[src/rtl/lcd_frame_driver_if.sv]
// Character-writer port of the LCD frame driver: per-cycle character writes in, busy back.
interface lcd_frame_driver_if;
  logic       lcd_we;
  logic       lcd_row;
  logic [3:0] lcd_col;
  logic [7:0] lcd_char;
  logic       lcd_busy;

  modport master (output lcd_we, lcd_row, lcd_col, lcd_char, input lcd_busy);
  modport slave  (input lcd_we, lcd_row, lcd_col, lcd_char, output lcd_busy);
endinterface

[src/rtl/lcd_frame_driver.sv]
// HD44780 8-bit frame driver: 2x16 character buffer mirrored to the panel with
// one refresh pass (two cursor commands + 32 data bytes) after each write burst.
module lcd_frame_driver #(
  parameter int unsigned E_CYCLES    = 12,
  parameter int unsigned WAIT_CYCLES = 2000,
  parameter int unsigned CLR_WAIT    = 80000,
  parameter int unsigned INIT_WAIT   = 750000
) (
  input  logic                CLK,
  input  logic                RST,
  lcd_frame_driver_if.slave   wr,
  output logic                LCD_E,
  output logic                LCD_RS,
  output logic                LCD_RW,
  output logic [7:0]          LCD_DB
);

  localparam int unsigned SLOT_MAX = E_CYCLES + ((CLR_WAIT > WAIT_CYCLES) ? CLR_WAIT : WAIT_CYCLES);
  localparam int unsigned CNT_MAX  = (INIT_WAIT > SLOT_MAX) ? INIT_WAIT : SLOT_MAX;
  localparam int unsigned CW       = $clog2(CNT_MAX + 1);
  localparam logic [5:0]  INIT_LAST  = 6'd3;
  localparam logic [5:0]  FRAME_LAST = 6'd33;

  typedef enum logic [1:0] {
    ST_INIT_WAIT,
    ST_INIT_CMD,
    ST_IDLE,
    ST_REFRESH
  } state_t;

  state_t        state_q, state_d;
  logic [CW-1:0] cnt_q, cnt_d, slot_last;
  logic [5:0]    idx_q, idx_d;
  logic          dirty_q, dirty_d;
  logic          busy_q, busy_d;
  logic          e_q, e_d;
  logic          rs_q, rs_d;
  logic [7:0]    db_q, db_d;
  logic [7:0]    buf_q [32];
  logic [4:0]    wr_addr;
  logic          sending_d;
  logic [8:0]    slot_word;

  assign wr_addr = {wr.lcd_row, wr.lcd_col};

  always_comb begin
    state_d   = state_q;
    cnt_d     = cnt_q;
    idx_d     = idx_q;
    dirty_d   = dirty_q | wr.lcd_we;
    slot_last = CW'(E_CYCLES + (((state_q == ST_INIT_CMD) && (idx_q == 6'd2)) ? CLR_WAIT : WAIT_CYCLES));

    case (state_q)
      ST_INIT_WAIT: begin
        if (cnt_q == CW'(INIT_WAIT - 1)) begin
          state_d = ST_INIT_CMD;
          cnt_d   = '0;
          idx_d   = '0;
        end else begin
          cnt_d = cnt_q + CW'(1);
        end
      end
      ST_INIT_CMD, ST_REFRESH: begin
        if (cnt_q == slot_last) begin
          cnt_d = '0;
          if (idx_q == ((state_q == ST_INIT_CMD) ? INIT_LAST : FRAME_LAST)) begin
            state_d = ST_IDLE;
            idx_d   = '0;
          end else begin
            idx_d = idx_q + 6'd1;
          end
        end else begin
          cnt_d = cnt_q + CW'(1);
        end
      end
      ST_IDLE: begin
        if (dirty_q && !wr.lcd_we) begin
          state_d = ST_REFRESH;
          cnt_d   = '0;
          idx_d   = '0;
          dirty_d = 1'b0;
        end
      end
      default: state_d = ST_INIT_WAIT;
    endcase

    // Pin values are computed for the cycle described by the next state, so every
    // output (E included) comes straight off a flop.
    sending_d = (state_d == ST_INIT_CMD) || (state_d == ST_REFRESH);
    busy_d    = (state_d != ST_IDLE);
    e_d       = sending_d && (cnt_d != '0) && (cnt_d <= CW'(E_CYCLES));

    if (state_d == ST_INIT_CMD) begin
      case (idx_d)
        6'd0:    slot_word = 9'h038;
        6'd1:    slot_word = 9'h00C;
        6'd2:    slot_word = 9'h001;
        default: slot_word = 9'h006;
      endcase
    end else if (idx_d == 6'd0) begin
      slot_word = 9'h080;
    end else if (idx_d <= 6'd16) begin
      slot_word = {1'b1, buf_q[5'(idx_d - 6'd1)]};
    end else if (idx_d == 6'd17) begin
      slot_word = 9'h0C0;
    end else begin
      slot_word = {1'b1, buf_q[5'(idx_d - 6'd2)]};
    end

    // Bus is latched only at slot start; a same-cycle write lands after the read.
    rs_d = rs_q;
    db_d = db_q;
    if (sending_d && (cnt_d == '0)) begin
      {rs_d, db_d} = slot_word;
    end
  end

  always_ff @(posedge CLK) begin
    if (!RST) begin
      state_q <= ST_INIT_WAIT;
      cnt_q   <= '0;
      idx_q   <= '0;
      dirty_q <= 1'b0;
      busy_q  <= 1'b1;
      e_q     <= 1'b0;
      rs_q    <= 1'b0;
      db_q    <= '0;
      for (int unsigned i = 0; i < 32; i++) begin
        buf_q[i] <= 8'h20;
      end
    end else begin
      state_q <= state_d;
      cnt_q   <= cnt_d;
      idx_q   <= idx_d;
      dirty_q <= dirty_d;
      busy_q  <= busy_d;
      e_q     <= e_d;
      rs_q    <= rs_d;
      db_q    <= db_d;
      if (wr.lcd_we) begin
        buf_q[wr_addr] <= wr.lcd_char;
      end
    end
  end

  assign wr.lcd_busy = busy_q;
  assign LCD_E       = e_q;
  assign LCD_RS      = rs_q;
  assign LCD_RW      = 1'b0;
  assign LCD_DB      = db_q;

endmodule
[src/flat_wrapper.sv]
// flat-port wrapper written by rule: the top's interface ports become plain ports
module lcd_frame_driver_flat 
#(
  parameter int unsigned E_CYCLES    = 12,
  parameter int unsigned WAIT_CYCLES = 2000,
  parameter int unsigned CLR_WAIT    = 80000,
  parameter int unsigned INIT_WAIT   = 750000
)
  (CLK, RST, LCD_E, LCD_RS, LCD_RW, LCD_DB, wr_lcd_we, wr_lcd_row, wr_lcd_col, wr_lcd_char, wr_lcd_busy);
  lcd_frame_driver_if wr_i ();
  input  logic CLK;
  input  logic RST;
  output logic LCD_E;
  output logic LCD_RS;
  output logic LCD_RW;
  output logic [7:0] LCD_DB;
  input wire logic [$bits(wr_i.lcd_we)-1:0] wr_lcd_we;
  input wire logic [$bits(wr_i.lcd_row)-1:0] wr_lcd_row;
  input wire logic [$bits(wr_i.lcd_col)-1:0] wr_lcd_col;
  input wire logic [$bits(wr_i.lcd_char)-1:0] wr_lcd_char;
  output wire logic [$bits(wr_i.lcd_busy)-1:0] wr_lcd_busy;
  assign wr_i.lcd_we = wr_lcd_we;
  assign wr_i.lcd_row = wr_lcd_row;
  assign wr_i.lcd_col = wr_lcd_col;
  assign wr_i.lcd_char = wr_lcd_char;
  assign wr_lcd_busy = wr_i.lcd_busy;
  lcd_frame_driver #(.E_CYCLES(E_CYCLES), .WAIT_CYCLES(WAIT_CYCLES), .CLR_WAIT(CLR_WAIT), .INIT_WAIT(INIT_WAIT)) u_core (.CLK(CLK), .RST(RST), .wr(wr_i), .LCD_E(LCD_E), .LCD_RS(LCD_RS), .LCD_RW(LCD_RW), .LCD_DB(LCD_DB));
endmodule
[config.mk]
export PLATFORM = sky130hd
export DESIGN_NAME = lcd_frame_driver_flat
export DESIGN_NICKNAME = d
export VERILOG_FILES = /design/src/rtl/lcd_frame_driver_if.sv /design/src/rtl/lcd_frame_driver.sv /design/src/flat_wrapper.sv
export SDC_FILE = /design/constraint.sdc
export NUM_CORES = 1
export LEC_CHECK = 0
export BUFFER_PORTS_ARGS = -buffer_cell sky130_fd_sc_hd__buf_2
export CAP_MARGIN = 20
export CELL_PAD_IN_SITES_DETAIL_PLACEMENT = 1
export CELL_PAD_IN_SITES_GLOBAL_PLACEMENT = 2
export CORE_AREA = 3 3 145 287
export DETAILED_ROUTE_END_ITERATION = 6
export DIE_AREA = 0 0 148 290
export GPL_TIMING_DRIVEN = 1
export PLACE_DENSITY_LB_ADDON = 0.1
export RECOVER_POWER = 50
export SYNTH_ARGS = -nofsm -noshare
export SYNTH_HDL_FRONTEND = slang
export SYNTH_SLANG_ARGS = --single-unit
export TNS_END_PERCENT = 100
[constraint.sdc]
create_clock -name CLK -period 6.05 [get_ports CLK]
set_input_delay 0.9075 -clock CLK [delete_from_list [all_inputs] [get_ports CLK]]
set_output_delay 0.9075 -clock CLK [all_outputs]
set_load 0.1 [all_outputs]
After elaboration in Yosys (flattened, before gate mapping):

Memories as Yosys holds them, arrays and structs flattened.
Cells that the tools add are included.

* output and inout bits: 12
* register bits after elaboration: 40
* RAM bits: 256
* memories: 1

* multiplexer cells: 30
* $add $sub $neg: 5
* reductions and logical operators: 13
* magnitude comparators: 2
* equality and inequality tests: 13
* bitwise gates (word level): 1

Memories
* u_core.buf_q: depth 32, bits a word 8, read ports 2, clocked after memory_dff 0, write ports 32, RTL line lcd_frame_driver.sv:39 `logic [7:0] buf_q [32];`

Operator list (count)
* $mux 20: 3
* $pmux 20 s3: 1
* $mux 9: 4
* $pmux 6 s3: 2
* $mux 6: 5
* $add 20x1->20 const B: 1
* $add 4x20->20 const A: 1
* $eq 20x20->1: 1
* $eq 20x20->1 const B: 1
* $le 20x4->1 const B: 1
* $logic_not 20->1: 1
* $reduce_bool 20->1: 1
* $mux 17: 1
* $eq 6x2->1 const B: 2
* $mux 2: 4
* $mux 8: 1
* $reduce_or 8->1: 1
* $mux 1: 7
* $add 6x1->6 const B: 1
* $eq 2x2->1 const B: 3
* $eq 6x1->1 const B: 1
* $eq 6x5->1 const B: 1
* $eq 6x6->1: 1
* $le 6x5->1 const B: 1
* 13 further kinds: 18

Logic depth before layout (Yosys ltp):

Gate-level depths: netlist of run 1.
An unclocked memory read counts as a cell.

* word-level depth: 13
* gate-level depth with buffers: 22

Worst setup path after synthesis of run 1:

Ideal clock, no wire load.

* path type: register -> register
* from: reg u_core.cnt_q[0]
* to: reg u_core.db_q[5] (netlist: u_core.LCD_DB[5])
* buffers on the path: 4
* setup time: 81 ps
* path slack: 1382 ps
* arrival: 4587 ps
* stages on the path, launching flop included: 21
* clock period less this slack: 4668 ps
* cell sequence: dfxtp_1 > ha_1 > nand4_1 > nor4_1 > a21oi_1 > o2bb2ai_1 > a41o_1 > inv_2 > buf_2 > clkbuf_1 > ha_1 > nand2_1 > o211ai_1 > xnor2_2 > buf_4 > buf_6 > nand2_1 > nand3_1 > o211ai_1 > or4b_1 > a41oi_1

* word-level cells in the longest chain between the ends: 9
* elaborated cells between the ends (all ways): 31
* those cells by class: add/sub (3); order compare (1); eq/ne (7); mux (15); reduce/logical (4); memory (1)

RTL lines
* start: declaration: RTL line lcd_frame_driver.sv:32 `logic [CW-1:0] cnt_q, cnt_d, slot_last;`
* start signal: assignment: RTL line lcd_frame_driver.sv:133 `cnt_q <= cnt_d;`
* $eq 20x20->1, on equally long branches: RTL line lcd_frame_driver.sv:64, lcd_frame_driver.sv:55
* $mux 6, on equally long branches: RTL line lcd_frame_driver.sv:64, lcd_frame_driver.sv:55
* $pmux 6 s3: RTL line lcd_frame_driver.sv:53 `case (state_q)`
* $sub 5x2->5: RTL line lcd_frame_driver.sv:107 `slot_word = {1'b1, buf_q[5'(idx_d - 6'd2)]};`
* $mem_v2 32x8
* $mux 9: RTL line lcd_frame_driver.sv:104 `end else if (idx_d == 6'd17) begin`
* $mux 9: RTL line lcd_frame_driver.sv:102 `end else if (idx_d <= 6'd16) begin`
* $mux 9: RTL line lcd_frame_driver.sv:100 `end else if (idx_d == 6'd0) begin`
* $mux 9: RTL line lcd_frame_driver.sv:93 `if (state_d == ST_INIT_CMD) begin`
* end signal: assignment: RTL line lcd_frame_driver.sv:127 `db_q <= '0;`
* end signal: assignment: RTL line lcd_frame_driver.sv:139 `db_q <= db_d;`
* end: declaration: RTL line lcd_frame_driver.sv:38 `logic [7:0] db_q, db_d;`

Several ways; a longest one is shown, not always the timed one.
A chain may end at the register's enable or synchronous reset.

Worst setup path after layout of run 1:

Ends and elaborated chain as after synthesis.

==> out/qor.csv, run 1 <==
metric,value,unit
htree depth,1,
worst-case reg-to-reg path depth,16,
worst skew pair latency,0.57,ns
CP startpoint,u_core.cnt_q[0],
CP endpoint kind,flip-flop,
Seq cells post-synth,296,
WL final,61500,um
NetSw,1.09,mW
initial antenna violation count,0,
class of the worst hold path,reg2reg,
clk buf depth,3,
"Remaining Overflow, GRT",0,
hold buffers post-CTS,0,
data arrival time at the worst-slack endpoint,5.69,ns
Num CTS Buffers,29,
synth cell count leaders,"edfxtp_1 (256), and2_1 (229), nand2_1 (158)",
"Avg Cell Area, Syn",11.3,um2
Pwr Density,245,nW/um2
Synth Net Count,1565,
Slew @ Worst Pin,2.77,ns
Flop pwr share,0.512,
Setup Total Neg Slack,0,ns
outcome,"finished, violations left",
utilization after layout,0.479,
clock root cell,clkbuf_16,
share of layout cells above drive strength 1,0.141,
maxcap violations,4,
Post-CTS Resized,0,
R2R Setup Slk,0.85,ns
Ys Warns,0,
"top cells by area, synth","edfxtp_1 (44%), mux4_2 (9.6%), and2_1 (8.3%)",
routed vias,12700,
fin crit period,5.20,ns
max_slew headroom,-0.846,
cells along the critical path,ha_1 -> nand4_1 -> nor4_1 -> a21oi_1 -> a32o_1 -> nor2_1 -> ha_1 -> nand2_1 -> o211ai_1 -> xnor2_4 -> buf_12 -> mux2_2 -> o22ai_1 -> o41ai_1 -> or4b_1 -> a41oi_1,
die height,290,um
initial core utilization,0.437,
GP Congestion,0.964,
antenna-violating nets left,0,
"critical path fanouts, max",29,
Post-synth EDFFs,256,
Ports,28,
cell depth of the worst hold path,1,
worst path bufs/invs,1,
Critical Path RT,6.54,ns
Starting DRT DRC Count,762,
Final Hold Viols,0,
Peak Freq,192,MHz
Comb pwr share,0.060,
Die Footprint,42900,um2
RR Endpoint,u_core.LCD_DB[5],
Most used DFF post-synth,edfxtp_1,
Async SR Flop Fraction,0,
antenna cell count,0,
"slowest stage delay, CP",0.50,ns
hpwl dp,45100,um
Crit path max-delay family,compound AO/OA/AOI/OAI gates,
Avg WL per Cell,29.6,um
Mapped Area,17300,um2
number of port buffers,26,
Max VDD drop,0.230,mV
"count leader, synth",edfxtp_1,
Setup Buffers After CTS,0,
# DRC,0,
Clock transition at path regs,0.07,ns
switching share of power,0.235,
unrepaired setup endpoints after global routing,false,
GRT Util Overall,0.287,
Cells after Synth,1540,
nets,1556,
TritonRoute pass-1 iters,5,
r2r startpoint,u_core.cnt_q[0],
Most common cell on crit path,ha_1,
Final Setup Violations,0,
critical path's slowest cell,o211ai_1,
share of the synthesized area in the top cell type,0.444,
Via density,6.12,
Die X,148,um
static leakage,6.43,nW
sequential share of the synthesized area,0.490,
part of the cycle the worst path needs,0.860,
vias in the first global route,13700,
Setup CP Type,reg2reg,
crit path capture,u_core.LCD_DB[5],
CTS sink cnt,296,
area grow syn2layout,9.62,%
fin. max-slew vios,119,
row count,103,
first-pass GRT wire length,92000,um
Power Internal,3.55,mW
Levels on crit path,16,
Worst Skew,0.00906,ns
Clk pwr share,0.429,
post-synthesis cell type count,81,
Core Region,39700,um2
failing checks,"capacitance limit, slew limit",
TritonCTS clock tree,yes,
cell taking the most area after synthesis,edfxtp_1,
largest net degree at the start of global routing,89,
crit start category,flip-flop,
[layout by cell type (no fill, tap or decap), types with 8 or more instances in the layout]
cell,netlist,layout
nand4_1,17,17
edfxtp_1,256,256
inv_1,9,9
buf_2,21,23
mux4_2,74,74
o22ai_1,13,13
a21oi_1,35,35
nand3_1,52,52
buf_4,14,35
o21ai_0,72,72
nand2b_1,10,10
a311oi_1,9,9
mux2_2,16,16
and2_0,0,92
mux2i_1,115,115
clkbuf_16,0,29
clkbuf_1,86,31
nor2_1,85,85
nor3_1,16,16
ha_1,9,8
dfxtp_1,40,40
and2_1,229,137
a31oi_1,9,9
or3_1,40,40
and3_1,17,17
xnor2_1,12,10
nand2_1,158,158
[registers in the layout (all words and copies together), names as in the netlist]
register            flops
u_core.LCD_DB           8
u_core.LCD_E            1
u_core.LCD_RS           1
u_core.buf_q          256
u_core.cnt_q           20
u_core.dirty_q          1
u_core.idx_q            6
u_core.state_q          2
u_core.wr.lcd_busy      1
[through the flow]
step | hold slack (ns) | std cells | power (mW) | instance area (um2) | worst slack, ns
after floorplan | 0.443 | 1540 | 2.55 | 17300 | 1.38
after global placement | 0.455 | 2018 | 2.69 | 18000 | 0.667
after detailed placement | 0.461 | 2021 | 2.70 | 18000 | 0.601
after CTS | 0.477 | 2074 | 4.68 | 19000 | 0.512
after global routing | 0.508 | 2078 | 4.77 | 19000 | 0.457
final | 0.478 | 2078 | 4.65 | 19000 | 0.848
[how the worst min path moves through the flow]
stage | start | end | slack [ns]
2_1_floorplan | u_core.dirty_q | u_core.dirty_q | 0.44
3_3_place_gp | u_core.LCD_DB[7] | u_core.LCD_DB[7] | 0.46
3_5_place_dp | u_core.LCD_DB[7] | u_core.LCD_DB[7] | 0.46
4_1_cts | u_core.LCD_DB[7] | u_core.LCD_DB[7] | 0.48
5_1_grt | u_core.LCD_DB[7] | u_core.LCD_DB[7] | 0.51
6_report | u_core.LCD_DB[7] | u_core.LCD_DB[7] | 0.48
[worst register-to-register path, cell delays in order, from the launching register on]
cell      delay [ns]
dfxtp_1         0.44
ha_1            0.28
nand4_1         0.37
nor4_1          0.48
a21oi_1         0.27
a32o_1          0.34
nor2_1          0.34
ha_1            0.25
nand2_1         0.06
o211ai_1        0.50
xnor2_4         0.23
buf_12          0.23
mux2_2          0.21
o22ai_1         0.08
o41ai_1         0.42
or4b_1          0.47
a41oi_1         0.16
[kinds of logic after synthesis]
kind of cell / synth area share
AND/OR/NAND/NOR: 0.207
flip-flops: 0.490
AO/OA/AOI/OAI: 0.0783
multiplexers: 0.173
buffers and inverters: 0.0370
XOR/XNOR: 0.00801
adder cells (fa/ha/maj): 0.00650
other: 0.000216
[layer usage]
layer | wire length [um] | track usage | share of wire | vias up
li1 | - | - | - | 5685
met1 | 21000 | 0.297 | 0.34 | 6569
met2 | 34800 | 0.560 | 0.57 | 299
met3 | 1780 | 0.0244 | 0.029 | 157
met4 | 3980 | 0.147 | 0.065 | 0
met5 | 0 | 0 | 0 | -
[final cells by class]
type | instances | area (um2)
Sequential cell | 296 | 8490
Timing Repair Buffer | 88 | 567
Inverter | 11 | 43.8
Clock inverter | 18 | 258
Fill cell | 4324 | 20700
Multi-Input combinational cell | 1105 | 8240
Clock buffer | 35 | 748
Tap cell | 525 | 657
[power by group through the flow]
stage | registers [mW] | logic, mW | clock network, mW
floorplan | 2.39 | 0.165 | 0
global placement | 2.41 | 0.276 | 0
detailed placement | 2.42 | 0.282 | 0
CTS | 2.37 | 0.283 | 2.02
global route | 2.39 | 0.296 | 2.09
finish | 2.38 | 0.278 | 1.99
Note: power is estimated with default switching activity, not from simulation.
==> run 2, diff against run 1 <==
CORE_AREA = 2 2 144 286   (was 3 3 145 287)
DIE_AREA = 0 0 146 288   (was 0 0 148 290)
clock period = 5.1 ns   (was 6.05 ns; I/O delays follow)
==> run 2 against run 1 <==
Against the previous run:
- largest cell class unchanged
- count of clock-buffer cells in the layout up 3
- final cell count rose by 1.4%
- the run still ends with capacitance limit, slew limit left
- total power is 12% higher
- core utilization down 0.16 points
- clock skew up 0.0087 ns
- final area rose by 0.64%
- flip-flop and latch count is the same
==> out/qor.csv, run 2 (synthesis results as in run 1) <==
metric,value,unit
area grow syn2layout,10.3,%
Setup CP Type,reg2reg,
max reg flops,256,
number of port buffers,26,
max_slew headroom,-0.478,
WL final,59800,um
CP endpoint kind,flip-flop,
Die Footprint,42000,um2
htree depth,1,
Final Setup Violations,0,
part of the cycle the worst path needs,0.946,
fin crit period,4.83,ns
die height,288,um
Pwr Density,272,nW/um2
"commonest non-fill, non-tap cell in the layout",edfxtp_1,
class of the worst hold path,reg2reg,
static leakage,6.49,nW
initial antenna violation count,0,
unrepaired setup endpoints after global routing,false,
clk buf depth,3,
data arrival time at the worst-slack endpoint,5.32,ns
Ports,28,
# DRC,0,
first-pass GRT wire length,88700,um
GRT Util Overall,0.285,
Final Hold Viols,0,
Reg area,8490,um2
TritonCTS clock tree,yes,
Placed Cells,2044,
Multi-input gate area,8280,um2
largest net degree at the start of global routing,74,
Die X,146,um
"Remaining Overflow, GRT",0,
antenna cell count,0,
vias in the first global route,13800,
Tot Pwr,5.21,mW
Clock transition at path regs,0.07,ns
largest reg by FF count,u_core.buf_q,
share of layout cells above drive strength 1,0.152,
Non-Filler Instances,2108,
hpwl dp,44400,um
outcome,"finished, violations left",
routed vias,12600,
Via density,5.99,
antenna-violating nets left,0,
Worst Skew,0.0178,ns
most frequent cells in the layout,"edfxtp_1 (256), nand2_1 (157), and2_1 (133)",
initial core utilization,0.432,
crit start category,flip-flop,
Core Region,40100,um2
fin. max-slew vios,44,
Hold WS,0.475,ns
row count,104,
Starting DRT DRC Count,605,
TritonRoute pass-1 iters,5,
Peak Freq,207,MHz
"critical path fanouts, max",20,
failing checks,"capacitance limit, slew limit",
clock root cell,clkbuf_16,
Critical Path RT,5.59,ns
Slew @ Worst Pin,2.22,ns
Fillers,4391,
worst skew pair latency,0.57,ns
GP Congestion,0.917,
Num CTS Buffers,28,
CTS sink cnt,296,
nets,1582,
maxcap violations,1,
Max VDD drop,0.254,mV
Avg WL per Cell,28.4,um
run 2: cell count changes in the layout (fill, tap and decap cells not counted), moves of 2 or more:
cell / previous run / this run
buf_12: 4 / 6
clkbuf_8: 0 / 2
xnor2_4: 1 / 3
buf_4: 35 / 57
and2_0: 92 / 96
buf_2: 23 / 26
bufinv_16: 6 / 0
clkinv_2: 7 / 3
clkinv_1: 0 / 6
and2_1: 137 / 133
run 2: what timing repair did:
item,4_1_cts,5_1_grt
gates resized for setup,0,4
hold buffers,0,0
pin swaps,2,1
gates cloned,1,0
endpoints found under the hold margin,0,0
setup endpoints to repair,2,8
setup buffers,2,5
run 2: per-stage QoR:
step	setup TNS, ns	utilization	setup WS, ns	area [um2]
detailed placement	-0.0826	0.454	-0.0516	18200
finish	0	0.477	0.274	19100
floorplan	0	-	0.432	17300
CTS	0	0.476	0.157	19100
global placement	0	0.453	0.0718	18200
global route	0	0.477	0.0738	19100
run 2: worst paths after layout:
path / startpoint / end / slack [ns] / depth (start not counted)
setup / recovery: u_core.idx_q[0] / u_core.LCD_DB[1] / 0.27 / 14
hold / removal: u_core.LCD_DB[7] / u_core.LCD_DB[7] / 0.48 / 1
setup reg to reg: u_core.idx_q[0] / u_core.LCD_DB[1] / 0.27 / 14
hold reg to reg: u_core.LCD_DB[7] / u_core.LCD_DB[7] / 0.48 / 1
run 2: critical path: stages, from the launching register on:
cell,delay [ns]
dfxtp_1,0.49
inv_1,0.08
ha_1,0.19
and4bb_2,0.24
and4_1,0.25
o21ai_0,0.33
o211a_1,0.30
nor2_1,0.14
ha_1,0.27
xnor2_2,0.89
buf_12,0.28
mux4_2,0.35
mux2i_1,0.54
a21oi_1,0.20
a31oi_1,0.18
run 2: cell type report:
cell class	instances	share of cell area
Clock buffer	38	0.0419
Multi-Input combinational cell	1106	0.433
Sequential cell	296	0.444
Timing Repair Buffer	114	0.0404
Clock inverter	13	0.00353
Tap cell	530	0.0347
Inverter	11	0.00229
run 2: where the power goes:
| group | internal, mW | switching (mW) |
|---|---|---|
| logic | 0.120 | 0.210 |
| registers | 2.74 | 0.0775 |
| clock network | 1.10 | 0.958 |
run 2: layer usage:
| layer | track usage | routed length [um] |
|---|---|---|
| met5 | 0 | 0 |
| met4 | 0.169 | 4280 |
| met3 | 0.0235 | 1740 |
| met2 | 0.557 | 32900 |
| met1 | 0.292 | 20800 |
